File: config.mk
export PLATFORM = sky130hd
export DESIGN_NAME = fetch_unit
export DESIGN_NICKNAME = d
export VERILOG_FILES = /design/src/rtl/fetch_pkg.sv /design/src/rtl/fetch_queue.sv /design/src/rtl/fetch_unit.sv
export SDC_FILE = /design/constraint.sdc
export NUM_CORES = 1
export LEC_CHECK = 0
export CORE_MARGIN = 3
export CORE_UTILIZATION = 49
export CTS_BUF_LIST = sky130_fd_sc_hd__clkbuf_2
export CTS_CLUSTER_DIAMETER = 120
export DETAILED_ROUTE_END_ITERATION = 6
export PLACE_DENSITY = 0.71
export SLEW_MARGIN = 20
export SYNTH_ARGS = -nofsm -noshare
export SYNTH_HDL_FRONTEND = slang
export SYNTH_SLANG_ARGS = --single-unit
File: constraint.sdc
create_clock -name clk -period 35.1 [get_ports clk]
set_input_delay 7.02 -clock clk [delete_from_list [all_inputs] [get_ports clk]]
set_output_delay 7.02 -clock clk [all_outputs]
set_load 0.02 [all_outputs]
File: src/rtl/fetch_pkg.sv
// Shared defaults and the prefetch-queue entry type for the fetch stage.
// Optional perf counters in fetch_unit are enabled by FETCH_PERF_EN.
package fetch_pkg;

  localparam int FETCH_ADDR_W = 32;
  localparam int FETCH_DATA_W = 32;
  localparam int FETCH_DEPTH  = 4;

  localparam logic [FETCH_ADDR_W-1:0] FETCH_RESET_PC = '0;

  typedef struct packed {
    logic [FETCH_ADDR_W-1:0] pc;
    logic [FETCH_DATA_W-1:0] instr;
  } fetch_entry_t;

endpackage

File: src/rtl/fetch_queue.sv
// Prefetch FIFO of fetched {pc, instr} entries.
// Flush is synchronous and overrides push/pop.
module fetch_queue
  import fetch_pkg::*;
#(
  parameter int  DEPTH   = FETCH_DEPTH,
  parameter type entry_t = fetch_entry_t
) (
  input  logic                       clk,
  input  logic                       reset,
  input  logic                       flush_i,
  input  logic                       push_i,
  input  entry_t                     push_data_i,
  input  logic                       pop_i,
  output entry_t                     head_o,
  output logic [$clog2(DEPTH+1)-1:0] count_o
);

  localparam int PW = $clog2(DEPTH);
  localparam int CW = $clog2(DEPTH+1);
  localparam logic [PW-1:0] P1 = PW'(1);
  localparam logic [CW-1:0] C1 = CW'(1);

  entry_t        mem_q [DEPTH];
  logic [PW-1:0] rd_q, rd_d;
  logic [PW-1:0] wr_q, wr_d;
  logic [CW-1:0] cnt_q, cnt_d;

  always_comb begin
    rd_d  = rd_q;
    wr_d  = wr_q;
    cnt_d = cnt_q;
    if (flush_i) begin
      rd_d  = '0;
      wr_d  = '0;
      cnt_d = '0;
    end else begin
      if (push_i) wr_d = wr_q + P1;
      if (pop_i)  rd_d = rd_q + P1;
      case ({push_i, pop_i})
        2'b10:   cnt_d = cnt_q + C1;
        2'b01:   cnt_d = cnt_q - C1;
        default: cnt_d = cnt_q;
      endcase
    end
  end

  always_ff @(posedge clk or posedge reset) begin
    if (reset) begin
      rd_q  <= '0;
      wr_q  <= '0;
      cnt_q <= '0;
      for (int i = 0; i < DEPTH; i++) mem_q[i] <= '0;
    end else begin
      rd_q  <= rd_d;
      wr_q  <= wr_d;
      cnt_q <= cnt_d;
      if (push_i && !flush_i) mem_q[wr_q] <= push_data_i;
    end
  end

  assign head_o  = mem_q[rd_q];
  assign count_o = cnt_q;

endmodule

File: src/rtl/fetch_unit.sv
// Pipelined fetch stage: PC, credit-based issue, kill of stale responses.
// Define FETCH_PERF_EN to add perf_fetched/perf_bubble/perf_flush counters.
module fetch_unit
  import fetch_pkg::*;
#(
  parameter int                ADDR_W   = FETCH_ADDR_W,
  parameter int                DATA_W   = FETCH_DATA_W,
  parameter int                DEPTH    = FETCH_DEPTH,
  parameter logic [ADDR_W-1:0] RESET_PC = ADDR_W'(FETCH_RESET_PC),
  parameter logic [ADDR_W-1:0] PC_INC   = ADDR_W'(1)
) (
  input  logic              clk,
  input  logic              reset,
  output logic              imem_req,
  output logic [ADDR_W-1:0] imem_addr,
  input  logic [DATA_W-1:0] imem_rdata,
  input  logic              redirect_valid,
  input  logic [ADDR_W-1:0] redirect_target,
  output logic              out_valid,
  input  logic              out_ready,
  output logic [DATA_W-1:0] out_instr,
  output logic [ADDR_W-1:0] out_pc
`ifdef FETCH_PERF_EN
  ,
  output logic [31:0]       perf_fetched,
  output logic [31:0]       perf_bubble,
  output logic [31:0]       perf_flush
`endif
);

  localparam int CW = $clog2(DEPTH+1);
  localparam logic [CW:0] DEPTH_C = (CW+1)'(DEPTH);

  typedef struct packed {
    logic [ADDR_W-1:0] pc;
    logic [DATA_W-1:0] instr;
  } entry_t;

  logic [ADDR_W-1:0] pc_q, pc_d;
  logic [ADDR_W-1:0] rsp_pc_q, rsp_pc_d;
  logic              inflight_q, inflight_d;
  logic              kill_q, kill_d;
  logic [CW-1:0]     q_count;
  logic [CW:0]       used;
  logic              issue, push, pop;
  entry_t            head, rsp;

  // In-flight response holds a reserved slot, so the queue cannot overflow
  assign used  = {1'b0, q_count} + {{CW{1'b0}}, inflight_q};
  assign issue = !reset && (used < DEPTH_C);

  assign imem_req  = issue;
  assign imem_addr = pc_q;

  assign push = inflight_q && !kill_q;
  assign pop  = out_valid && out_ready;

  assign rsp.pc    = rsp_pc_q;
  assign rsp.instr = imem_rdata;

  always_comb begin
    pc_d       = pc_q;
    rsp_pc_d   = rsp_pc_q;
    inflight_d = issue;
    kill_d     = redirect_valid;
    if (issue) begin
      pc_d     = pc_q + PC_INC;
      rsp_pc_d = pc_q;
    end
    if (redirect_valid) pc_d = redirect_target;
  end

  always_ff @(posedge clk or posedge reset) begin
    if (reset) begin
      pc_q       <= RESET_PC;
      rsp_pc_q   <= '0;
      inflight_q <= 1'b0;
      kill_q     <= 1'b0;
    end else begin
      pc_q       <= pc_d;
      rsp_pc_q   <= rsp_pc_d;
      inflight_q <= inflight_d;
      kill_q     <= kill_d;
    end
  end

  fetch_queue #(
    .DEPTH   (DEPTH),
    .entry_t (entry_t)
  ) u_queue (
    .clk         (clk),
    .reset       (reset),
    .flush_i     (redirect_valid),
    .push_i      (push),
    .push_data_i (rsp),
    .pop_i       (pop),
    .head_o      (head),
    .count_o     (q_count)
  );

  assign out_valid = (q_count != '0);
  assign out_instr = head.instr;
  assign out_pc    = head.pc;

`ifdef FETCH_PERF_EN
  logic [31:0] fetched_q, bubble_q, flush_q;

  always_ff @(posedge clk or posedge reset) begin
    if (reset) begin
      fetched_q <= '0;
      bubble_q  <= '0;
      flush_q   <= '0;
    end else begin
      fetched_q <= fetched_q + 32'(pop);
      bubble_q  <= bubble_q + 32'(out_ready && !out_valid);
      flush_q   <= flush_q + 32'(redirect_valid);
    end
  end

  assign perf_fetched = fetched_q;
  assign perf_bubble  = bubble_q;
  assign perf_flush   = flush_q;
`endif

endmodule

==> PnR_summary.wiki, run 1 <==
{| class="wikitable"
! Metric !! Value
|-
| Routed length per placed instance || 20.2 microns
|-
| Reg-to-Reg End || imem_addr[28]
|-
| Post-synthesis cell area || 14600 sq um
|-
| P&R area growth vs syn || 18.6%
|-
| Routability-driven placement congestion ratio || 0.777
|-
| Setup total negative slack || 0 ps
|-
| Cell types occupying the most area after synthesis || sky130_fd_sc_hd__dfrtp_1, sky130_fd_sc_hd__mux2_2, sky130_fd_sc_hd__mux4_2, sky130_fd_sc_hd__buf_2, sky130_fd_sc_hd__or4_1
|-
| IO Port Bufs || 165
|-
| Library cell contributing the largest single delay on the critical path || sky130_fd_sc_hd__clkdlybuf4s50_1
|-
| Net switching power of the design || 417 uW
|-
| Initial Util || 50.3%
|-
| Cell type contributing the most total cell area after synthesis || sky130_fd_sc_hd__dfrtp_1
|-
| Average vias per placed instance || 5.70
|-
| Residual DRC || 0
|-
| Bufs on Longest Clock Path || 3
|-
| Antenna Violating Nets Remaining || 0
|-
| Worst path most repeated cell || sky130_fd_sc_hd__clkdlybuf4s50_1
|-
| Number of standard-cell rows in the floorplan || 62
|-
| Worst path arrival time || 9220 ps
|-
| RSZ-0062 raised after global routing || no
|-
| NumNets Final || 1242
|-
| Sequential group share of total power || 45.2%
|-
| Fraction of power consumed by the clock network || 19.7%
|-
| Num ports || 166
|-
| Number of DRC markers after the initial detailed-route iteration || 419
|-
| GRT busiest layer || met2
|-
| Number of hold-slack violations in the final timing report || 0
|-
| Clock slew at the register clock pins of the worst setup and hold paths || 70 ps
|-
| Antenna violations before repair || 1
|-
| Pin slew with the least headroom to its limit || 1060 ps
|-
| Number of max-slew violations in the final report || 0
|-
| Average instance area after synthesis || 15.1 sq um
|-
| Crit path launch type || primary input
|-
| Min Clock Period, post-route || 16240 ps
|-
| Total overflow reported by the global router || 0
|-
| Largest fanout on the critical path || 45
|-
| FF+latch count, synth || 329
|-
| Crit path cell chain || clkdlybuf4s50_1, a311oi_4, buf_4, clkdlybuf4s50_1
|-
| Element type at the critical path end || primary output
|-
| Type of the worst min-delay path || reg2reg
|-
| Outcome || completed
|-
| Crit Reg-Reg Startpoint || u_queue.count_o[0]
|-
| Share of synthesized registers carrying an async set or reset || 100%
|-
| Achievable clock frequency || 0.0616 GHz
|-
| Number of buffers added to fix hold violations after cts || 0
|-
| CP startpoint || reset
|-
| Library cells used by synthesis || 40
|-
| Min-Delay Startpoint || u_queue.mem_q[129]
|-
| Post-CTS Setup Inserts || 0
|-
| Global-route usage over all layers || 20.6%
|-
| Ratio of final minimum period to clock period || 46.3%
|-
| Latest clock arrival within the worst-skew pair || 890 ps
|-
| WP data required || 28080 ps
|-
| Final Core Density || 59.7%
|-
| Fraction of power consumed by combinational cells || 35.2%
|-
| FF-to-FF setup slack || 32080 ps
|-
| Max-cap violations || 0
|-
| Pwr Density || 73.9 nW/um^2
|-
| Vias post-DR || 9123
|-
| Proportion of netlist area held by the largest area contributor || 56.4%
|-
| Category of the most critical setup path || in2out
|-
| Total iterations of the first detailed-routing run || 4
|-
| Setup clock skew after layout || 70.5 ps
|-
| Most used flip-flop cell after synthesis || sky130_fd_sc_hd__dfrtp_1
|-
| Total chip power || 1.28 mW
|-
| Maximum VDD drop || 0.0000361 V
|-
| Static Leakage || 7.47 nW
|-
| DIE HEIGHT || 179 microns
|-
| Number of buffers created by CTS || 85
|-
| WHS Path Cells || 1
|-
| Fraction of the yosys area taken by sequential cells || 56.4%
|-
| Delay of the slowest cell on the worst path || 730 ps
|-
| Worst r2r path cells || 5
|-
| Met2 usage || 33.2%
|-
| Number of enable flip-flop cells after synthesis || 0
|-
| Estimated wirelength of the detail-placed design || 19000 microns
|-
| Switching part of the total power || 32.6%
|-
| CTS H-tree depth || 3
|-
| Die Wd || 179 microns
|-
| Met3 track demand over resource in global routing || 5.64%
|-
| Fraction of layout instances using a drive strength above 1 || 40.7%
|-
| TritonCTS clock tree || yes
|-
| Global-route track usage on met1 || 27.6%
|-
| Routed WL || 32300 microns
|-
| Cells resized by post-CTS repair || 0
|-
| Endpoint, Worst Hold || u_queue.mem_q[129]
|-
| Via count of the first global-routing pass || 9669
|-
| Count of mapped cells out of synthesis || 966
|-
| Total die area || 31900 sq um
|-
| Placeable core region || 29000 sq um
|-
| Sink count of the clock tree || 329
|-
| Largest net degree at the start of global routing || 126
|-
| Max-Slew Margin vs Limit || 29.0%
|-
| Final setup violation count || 0
|-
| Fill cells || 2324
|-
| Net count after synthesis || 1040
|-
| Wire length of the first global-routing pass || 51300 microns
|-
| CTS root buffer || sky130_fd_sc_hd__clkbuf_2
|-
| Internal power consumption || 862 uW
|-
| Ys Warns || 0
|}
==> power groups by stage <==
stage,Sequential (mW),Combinational [mW],Clock [mW]
global route,0.594,0.480,0.282
finish,0.578,0.450,0.251
global placement,0.579,0.448,0
detailed placement,0.585,0.456,0
floorplan,0.556,0.300,0
CTS,0.577,0.457,0.263
==> cells in the mapped netlist, types with 10 or more instances <==
cell and count:
sky130_fd_sc_hd__nor2_1 23, sky130_fd_sc_hd__or4_1 20, sky130_fd_sc_hd__a31oi_1 13, sky130_fd_sc_hd__clkbuf_1 25
sky130_fd_sc_hd__mux2_2 289, sky130_fd_sc_hd__o21ai_0 18, sky130_fd_sc_hd__nand4_1 14, sky130_fd_sc_hd__dfrtp_1 329
sky130_fd_sc_hd__mux4_2 64, sky130_fd_sc_hd__nand3_1 17, sky130_fd_sc_hd__nand2_1 26, sky130_fd_sc_hd__and3_1 10
sky130_fd_sc_hd__buf_2 30
==> worst max path at each step <==
| stage | end | cells past startpoint |
|---|---|---|
| 2_1_floorplan | imem_addr[0] | 1 |
| 3_3_place_gp | imem_req | 4 |
| 3_5_place_dp | imem_req | 4 |
| 4_1_cts | imem_req | 4 |
| 5_1_grt | imem_req | 4 |
| 6_report | imem_req | 4 |
==> critical path: cells and delay by family <==
kind | cells | cell delay (ps)
buf+inv | 3 | 1840
compound gates | 1 | 300
==> cell families (layout without fill, tap and decap cells) <==
logic type	count (synthesis)	count (layout)	share of synthesized area (%)
mux	355	355	32.3
other cells	0	1	0
buf+inv	67	316	1.99
fa+ha+maj	6	6	0.566
xor+xnor	11	11	0.660
flops	329	329	56.4
compound gates	61	61	2.90
simple gates	137	137	5.13
==> layer usage <==
metal / wire length [microns] / vias up
met1: 14600 / 4769
met3: 1890 / 41
met5: 0 / -
met4: 488 / 0
met2: 15300 / 243
li1: - / 4070
==> per-stage QoR <==
| stage | setup slack, ps | instances | instance area, sq um | hold WS, ps |
|---|---|---|---|---|
| final | 18860 | 1600 | 17300 | 507 |
| after detailed placement | 18870 | 1463 | 16500 | 491 |
| after CTS | 18860 | 1597 | 17300 | 511 |
| after global routing | 18790 | 1600 | 17300 | 519 |
| after floorplan | 18970 | 966 | 14600 | 475 |
| after global placement | 18860 | 1463 | 16500 | 484 |
==> placed cells by master (no fill, tap or decap), types with 4 or more instances in the layout <==
cell type	netlist	final
sky130_fd_sc_hd__a221oi_1	4	4
sky130_fd_sc_hd__ha_1	5	5
sky130_fd_sc_hd__and3_4	0	4
sky130_fd_sc_hd__inv_1	6	5
sky130_fd_sc_hd__buf_4	0	8
sky130_fd_sc_hd__nor2_1	23	23
sky130_fd_sc_hd__nor2b_1	7	7
sky130_fd_sc_hd__o21ai_0	18	18
sky130_fd_sc_hd__nand4_1	14	14
sky130_fd_sc_hd__nand2_1	26	26
sky130_fd_sc_hd__dfrtp_1	329	327
sky130_fd_sc_hd__or4_1	20	20
sky130_fd_sc_hd__or3_1	7	7
sky130_fd_sc_hd__clkbuf_2	1	117
sky130_fd_sc_hd__o211ai_1	4	4
sky130_fd_sc_hd__clkinv_1	1	12
sky130_fd_sc_hd__xnor2_1	5	5
sky130_fd_sc_hd__xor2_1	6	6
sky130_fd_sc_hd__mux4_2	64	64
sky130_fd_sc_hd__and3_1	10	6
sky130_fd_sc_hd__mux2_2	289	289
sky130_fd_sc_hd__nand3_1	17	17
sky130_fd_sc_hd__a31oi_1	13	13
sky130_fd_sc_hd__and4_1	5	5
sky130_fd_sc_hd__o31ai_1	8	8
sky130_fd_sc_hd__clkdlybuf4s50_1	0	164
==> state kept, by name, summed over array words and instances, names as in the netlist <==
name	flops
rsp_pc_q	32
u_queue.rd_q	2
kill_q	1
imem_addr	32
inflight_q	1
u_queue.count_o	3
u_queue.wr_q	2
u_queue.mem_q	256
==> final cells by class <==
cell class / instances / area, sq um / area share [%]
repair buffers: 175 / 1750 / 10.1
inverters: 7 / 33.8 / 0.195
clock buffers: 117 / 586 / 3.38
flip-flops and latches: 329 / 8240 / 47.6
multi-input cells: 570 / 6090 / 35.2
clock inverters: 17 / 125 / 0.723
well taps: 384 / 480 / 2.78
diodes: 1 / 2.50 / 0.0145
Power figures use the tool's default switching activity.
==> run 2, diff against run 1 <==
--- a/config.mk
+++ b/config.mk
@@ -10,7 +10,7 @@
 export CTS_BUF_LIST = sky130_fd_sc_hd__clkbuf_2
 export CTS_CLUSTER_DIAMETER = 120
 export DETAILED_ROUTE_END_ITERATION = 6
-export PLACE_DENSITY = 0.71
+export PLACE_DENSITY = 0.74
 export SLEW_MARGIN = 20
 export SYNTH_ARGS = -nofsm -noshare
 export SYNTH_HDL_FRONTEND = slang
==> constraint.sdc (replaced) <==
create_clock -name clk -period 13.9 [get_ports clk]
set_input_delay 2.78 -clock clk [delete_from_list [all_inputs] [get_ports clk]]
set_output_delay 2.78 -clock clk [all_outputs]
set_load 0.02 [all_outputs]
==> run 2 against run 1 <==
Against the previous run: sequential share of layout area fell by 0.12 points; global-route usage rose by 0.48 points; wire length barely moved; largest cell class unchanged; utilization rose by 0.15 points; setup slack got worse by 12000 ps; worst hold slack got worse by 1.2 ps; first-iteration DRC count rose by 7.4%; sequential power rose to 2.5 times the previous value.
==> PnR_summary.wiki, run 2 (same netlist as run 1, synthesis figures left out) <==
{| class="wikitable"
! Metric !! Value
|-
| Fraction of layout instances using a drive strength above 1 || 41.8%
|-
| Clock slew at the register clock pins of the worst setup and hold paths || 90 ps
|-
| Cells resized by post-CTS repair || 0
|-
| Vias post-DR || 9236
|-
| Average vias per placed instance || 5.74
|-
| Number of hold-slack violations in the final timing report || 0
|-
| Number of buffers created by CTS || 86
|-
| Setup total negative slack || 0 ps
|-
| Antenna violations before repair || 1
|-
| Register with the most flip-flops || u_queue.mem_q
|-
| Most frequent cells in the layout || sky130_fd_sc_hd__dfrtp_1, sky130_fd_sc_hd__mux2_2, sky130_fd_sc_hd__clkdlybuf4s50_1
|-
| Final critical-path setup slack || 6490 ps
|-
| Total iterations of the first detailed-routing run || 5
|-
| Type of the worst min-delay path || reg2reg
|-
| Largest net degree at the start of global routing || 112
|-
| Setup Slack @ Placement || 6480 ps
|-
| Number of max-slew violations in the final report || 0
|-
| Residual DRC || 0
|-
| Placeable core region || 29000 sq um
|-
| Element type at the critical path end || primary output
|-
| Largest fanout on the critical path || 16
|-
| Register Area || 8240 sq um
|-
| Total chip power || 3.25 mW
|-
| Routed length per placed instance || 20.1 microns
|-
| Worst path arrival time || 4630 ps
|-
| Estimated wirelength of the detail-placed design || 19000 microns
|-
| Crit path launch type || primary input
|-
| Pwr Density || 187 nW/um^2
|-
| Max-cap violations || 0
|-
| CTS H-tree depth || 3
|-
| Global-route usage over all layers || 21.0%
|-
| RSZ-0062 raised after global routing || no
|-
| Num ports || 166
|-
| Setup clock skew after layout || 49.6 ps
|-
| Ratio of final minimum period to clock period || 53.3%
|-
| Category of the most critical setup path || in2out
|-
| Max-Slew Margin vs Limit || 26.7%
|-
| Final worst hold slack || 506 ps
|-
| Total overflow reported by the global router || 0
|-
| Number of DRC markers after the initial detailed-route iteration || 450
|-
| Maximum VDD drop || 0.0000702 V
|-
| Post-CTS Setup Inserts || 0
|-
| Routability-driven placement congestion ratio || 0.760
|-
| Total die area || 31900 sq um
|-
| CTS root buffer || sky130_fd_sc_hd__clkbuf_2
|-
| Cell count after placement || 1463
|-
| Sink count of the clock tree || 329
|-
| IO Port Bufs || 165
|-
| Die Wd || 179 microns
|-
| Post-route insts no fill || 1608
|-
| NumNets Final || 1243
|-
| Outcome || completed
|-
| Footprint of the multi-input gates || 6090 sq um
|-
| Commonest non-fill, non-tap cell in the layout || sky130_fd_sc_hd__dfrtp_1
|-
| TritonCTS clock tree || yes
|-
| Number of standard-cell rows in the floorplan || 62
|-
| P&R area growth vs syn || 18.9%
|-
| Number of buffers added to fix hold violations after cts || 0
|-
| Wire length of the first global-routing pass || 52800 microns
|-
| Pin slew with the least headroom to its limit || 1100 ps
|-
| Latest clock arrival within the worst-skew pair || 860 ps
|-
| Initial Util || 50.3%
|-
| Final setup violation count || 0
|-
| Fill cells || 2307
|-
| Achievable clock frequency || 0.135 GHz
|-
| Antenna Violating Nets Remaining || 0
|-
| WP data required || 11120 ps
|-
| Max reg flops || 256
|-
| Routed WL || 32300 microns
|-
| Bufs on Longest Clock Path || 3
|-
| DIE HEIGHT || 179 microns
|-
| Via count of the first global-routing pass || 9865
|-
| Static Leakage || 7.53 nW
|-
| Min Clock Period, post-route || 7410 ps
|}
[run 2: cell count changes in the layout (fill, tap and decap cells not counted), sizes merged]
cell      before  now
clkinvlp       1    0
clkinv        13    5
clkbuf       117  134
[run 2: area by class of cell]
class / instances / area share, %
sequential: 329 / 47.5
antenna: 1 / 0.0144
timing repair buffer: 175 / 10.1
inverter: 7 / 0.195
clock buffer: 134 / 3.87
multi-input combinational: 570 / 35.1
tap: 384 / 2.77
clock inverter: 8 / 0.483
[run 2: routing by layer]
layer	global-route usage (%)	part of all wire (%)
met5	0	0
met4	5.42	1.4
met3	4.73	6.0
met2	33.6	48
met1	29.4	45
[run 2: through the flow]
step                utilization (%)  instance area, sq um
floorplan                         -                 14600
global placement               57.0                 16500
detailed placement             57.0                 16500
CTS                            59.6                 17300
global route                   59.8                 17400
finish                         59.8                 17400
[run 2: worst paths after layout]
path,slack [ps],startpoint,to,cells after the start
max,6490,reset,imem_req,4
min,510,u_queue.mem_q[63],u_queue.mem_q[63],1
max reg2reg,11290,u_queue.count_o[0],imem_addr[14],5
min reg2reg,510,u_queue.mem_q[63],u_queue.mem_q[63],1
max in group asynchronous,9090,reset,u_queue.mem_q[102],4
min in group asynchronous,2570,reset,u_queue.mem_q[251],2
[run 2: power by group]
group          switching, mW  total (mW)  leakage, nW  internal [mW]
logic                  0.475        1.14         2.77          0.667
registers              0.206        1.46         4.16           1.25
clock network          0.369       0.654        0.599          0.285
[run 2: worst max-delay path: stages]
cell	delay, ps
sky130_fd_sc_hd__clkdlybuf4s50_1	550
sky130_fd_sc_hd__a311oi_4	320
sky130_fd_sc_hd__buf_4	310
sky130_fd_sc_hd__clkdlybuf4s50_1	660
==> run 3, diff against run 2 <==
==> constraint.sdc (replaced) <==
create_clock -name clk -period 6.3 [get_ports clk]
set_input_delay 1.26 -clock clk [delete_from_list [all_inputs] [get_ports clk]]
set_output_delay 1.26 -clock clk [all_outputs]
set_load 0.02 [all_outputs]
==> run 3 against run 2 <==
Against the previous run: clock-buffer cell count is 12 lower; critical endpoint is now out_instr[30]; design area hardly changed; wire length is 0.94% higher; sequential share of layout area hardly changed; combinational power is 120% higher; clock power is 120% higher; sequential power is 120% higher; first-iteration DRC count is 8.2% lower.
==> PnR_summary.wiki, run 3 (same netlist as run 1, synthesis figures left out) <==
{| class="wikitable"
! Metric !! Value
|-
| Max-Slew Margin vs Limit || 25.8%
|-
| Number of hold-slack violations in the final timing report || 0
|-
| Maximum VDD drop || 0.000239 V
|-
| Cells resized by post-CTS repair || 0
|-
| Total overflow reported by the global router || 0
|-
| Antenna violations before repair || 1
|-
| Routability-driven placement congestion ratio || 0.795
|-
| Fill cells || 2327
|-
| CTS root buffer || sky130_fd_sc_hd__clkbuf_2
|-
| Estimated wirelength of the detail-placed design || 19600 microns
|-
| Max reg flops || 256
|-
| Latest clock arrival within the worst-skew pair || 870 ps
|-
| Via count of the first global-routing pass || 9685
|-
| Min Clock Period, post-route || 4570 ps
|-
| Category of the most critical setup path || reg2out
|-
| Static Leakage || 7.51 nW
|-
| Residual DRC || 0
|-
| Average vias per placed instance || 5.69
|-
| RSZ-0062 raised after global routing || no
|-
| Number of max-slew violations in the final report || 0
|-
| Crit path launch type || flip-flop
|-
| Largest net degree at the start of global routing || 137
|-
| Total iterations of the first detailed-routing run || 5
|-
| Max-cap violations || 0
|-
| Worst path arrival time || 3310 ps
|-
| Crit path cell chain || buf_4, mux4_2, clkdlybuf4s50_1
|-
| Delay of the slowest cell on the worst path || 780 ps
|-
| Final setup violation count || 0
|-
| Antenna Violating Nets Remaining || 0
|-
| Global-route usage over all layers || 21.0%
|-
| Num ports || 166
|-
| Clock slew at the register clock pins of the worst setup and hold paths || 90 ps
|-
| Setup total negative slack || 0 ps
|-
| Setup clock skew after layout || 95.8 ps
|-
| TritonCTS clock tree || yes
|-
| Total chip power || 7.15 mW
|-
| Pwr Density || 412 nW/um^2
|-
| Number of standard-cell rows in the floorplan || 62
|-
| Cell count after placement || 1465
|-
| Largest fanout on the critical path || 26
|-
| Number of buffers added to fix hold violations after cts || 0
|-
| Post-route insts no fill || 1617
|-
| Wire length of the first global-routing pass || 52500 microns
|-
| Sink count of the clock tree || 329
|-
| Placeable core region || 29000 sq um
|-
| Routed length per placed instance || 20.2 microns
|-
| Post-CTS Setup Inserts || 0
|-
| Vias post-DR || 9194
|-
| DIE HEIGHT || 179 microns
|-
| Total die area || 31900 sq um
|-
| Outcome || completed
|-
| CTS H-tree depth || 3
|-
| NumNets Final || 1245
|-
| WP data required || 5040 ps
|-
| Achievable clock frequency || 0.219 GHz
|-
| Initial Util || 50.3%
|-
| Routed WL || 32600 microns
|-
| Register with the most flip-flops || u_queue.mem_q
|-
| Most frequent cells in the layout || sky130_fd_sc_hd__dfrtp_1, sky130_fd_sc_hd__mux2_2, sky130_fd_sc_hd__clkdlybuf4s50_1
|-
| Number of DRC markers after the initial detailed-route iteration || 413
|-
| Library cell contributing the largest single delay on the critical path || sky130_fd_sc_hd__dfrtp_4
|-
| IO Port Bufs || 165
|-
| Number of buffers created by CTS || 86
|-
| Fraction of layout instances using a drive strength above 1 || 40.9%
|-
| Die Wd || 179 microns
|-
| Ratio of final minimum period to clock period || 72.6%
|-
| Pin slew with the least headroom to its limit || 1110 ps
|-
| Commonest non-fill, non-tap cell in the layout || sky130_fd_sc_hd__dfrtp_1
|-
| P&R area growth vs syn || 19.0%
|-
| Bufs on Longest Clock Path || 3
|-
| Type of the worst min-delay path || reg2reg
|-
| Element type at the critical path end || primary output
|}
==> run 3: cell types whose count changed in the layout (fill, tap and decap cells not counted), moves of 2 or more <==
cell	delta
sky130_fd_sc_hd__buf_12	+2
sky130_fd_sc_hd__clkbuf_2	-12
sky130_fd_sc_hd__clkinv_1	+16
sky130_fd_sc_hd__clkinvlp_4	+2
==> run 3: power breakdown <==
part	internal [mW]	total, mW	switching, mW	leakage [nW]
Clock	0.561	1.41	0.854	0.575
Combinational	1.47	2.50	1.02	2.77
Sequential	2.76	3.24	0.483	4.16
Total	4.79	7.15	2.36	7.51
==> run 3: final cells by class <==
cell class	instances	area, sq um	area share [%]
Sequential cell	329	8240	47.5
Multi-Input combinational cell	570	6090	35.1
Inverter	7	30.0	0.173
Clock buffer	122	611	3.52
Timing Repair Buffer	177	1770	10.2
Clock inverter	27	139	0.800
Antenna cell	1	2.50	0.0144
Tap cell	384	480	2.77
==> run 3: critical path: cells and delay by family (launching register included) <==
family | cells | cell delay [ps]
muxes | 1 | 570
buffers and inverters | 2 | 1100
DFF | 1 | 780
==> run 3: routing by layer <==
metal | wire length [microns] | track usage (%)
met3 | 1810 | 4.58
met5 | 0 | 0
met1 | 14500 | 28.2
met2 | 15800 | 34.2
met4 | 523 | 6.69
==> run 3: stage by stage <==
step                      instance area (sq um)  utilization [%]  worst slack [ps]  hold WS (ps)
final                                     17400             59.8              1730           506
after global routing                      17400             59.8              1490           519
after CTS                                 17300             59.7              1550           509
after detailed placement                  16600             57.1              2140           490
after global placement                    16600             57.1              2140           484
after floorplan                           14600                -               647           475
==> run 3: worst paths after layout <==
check / start / endpoint / slack, ps / depth (start not counted)
setup / recovery: u_queue.rd_q[1] / out_instr[30] / 1730 / 3
hold / removal: u_queue.mem_q[156] / u_queue.mem_q[156] / 510 / 1
setup reg to reg: u_queue.count_o[0] / imem_addr[20] / 3560 / 5
hold reg to reg: u_queue.mem_q[156] / u_queue.mem_q[156] / 510 / 1
max in group asynchronous: reset / u_queue.mem_q[25] / 3870 / 3
min in group asynchronous: reset / u_queue.mem_q[124] / 1090 / 2
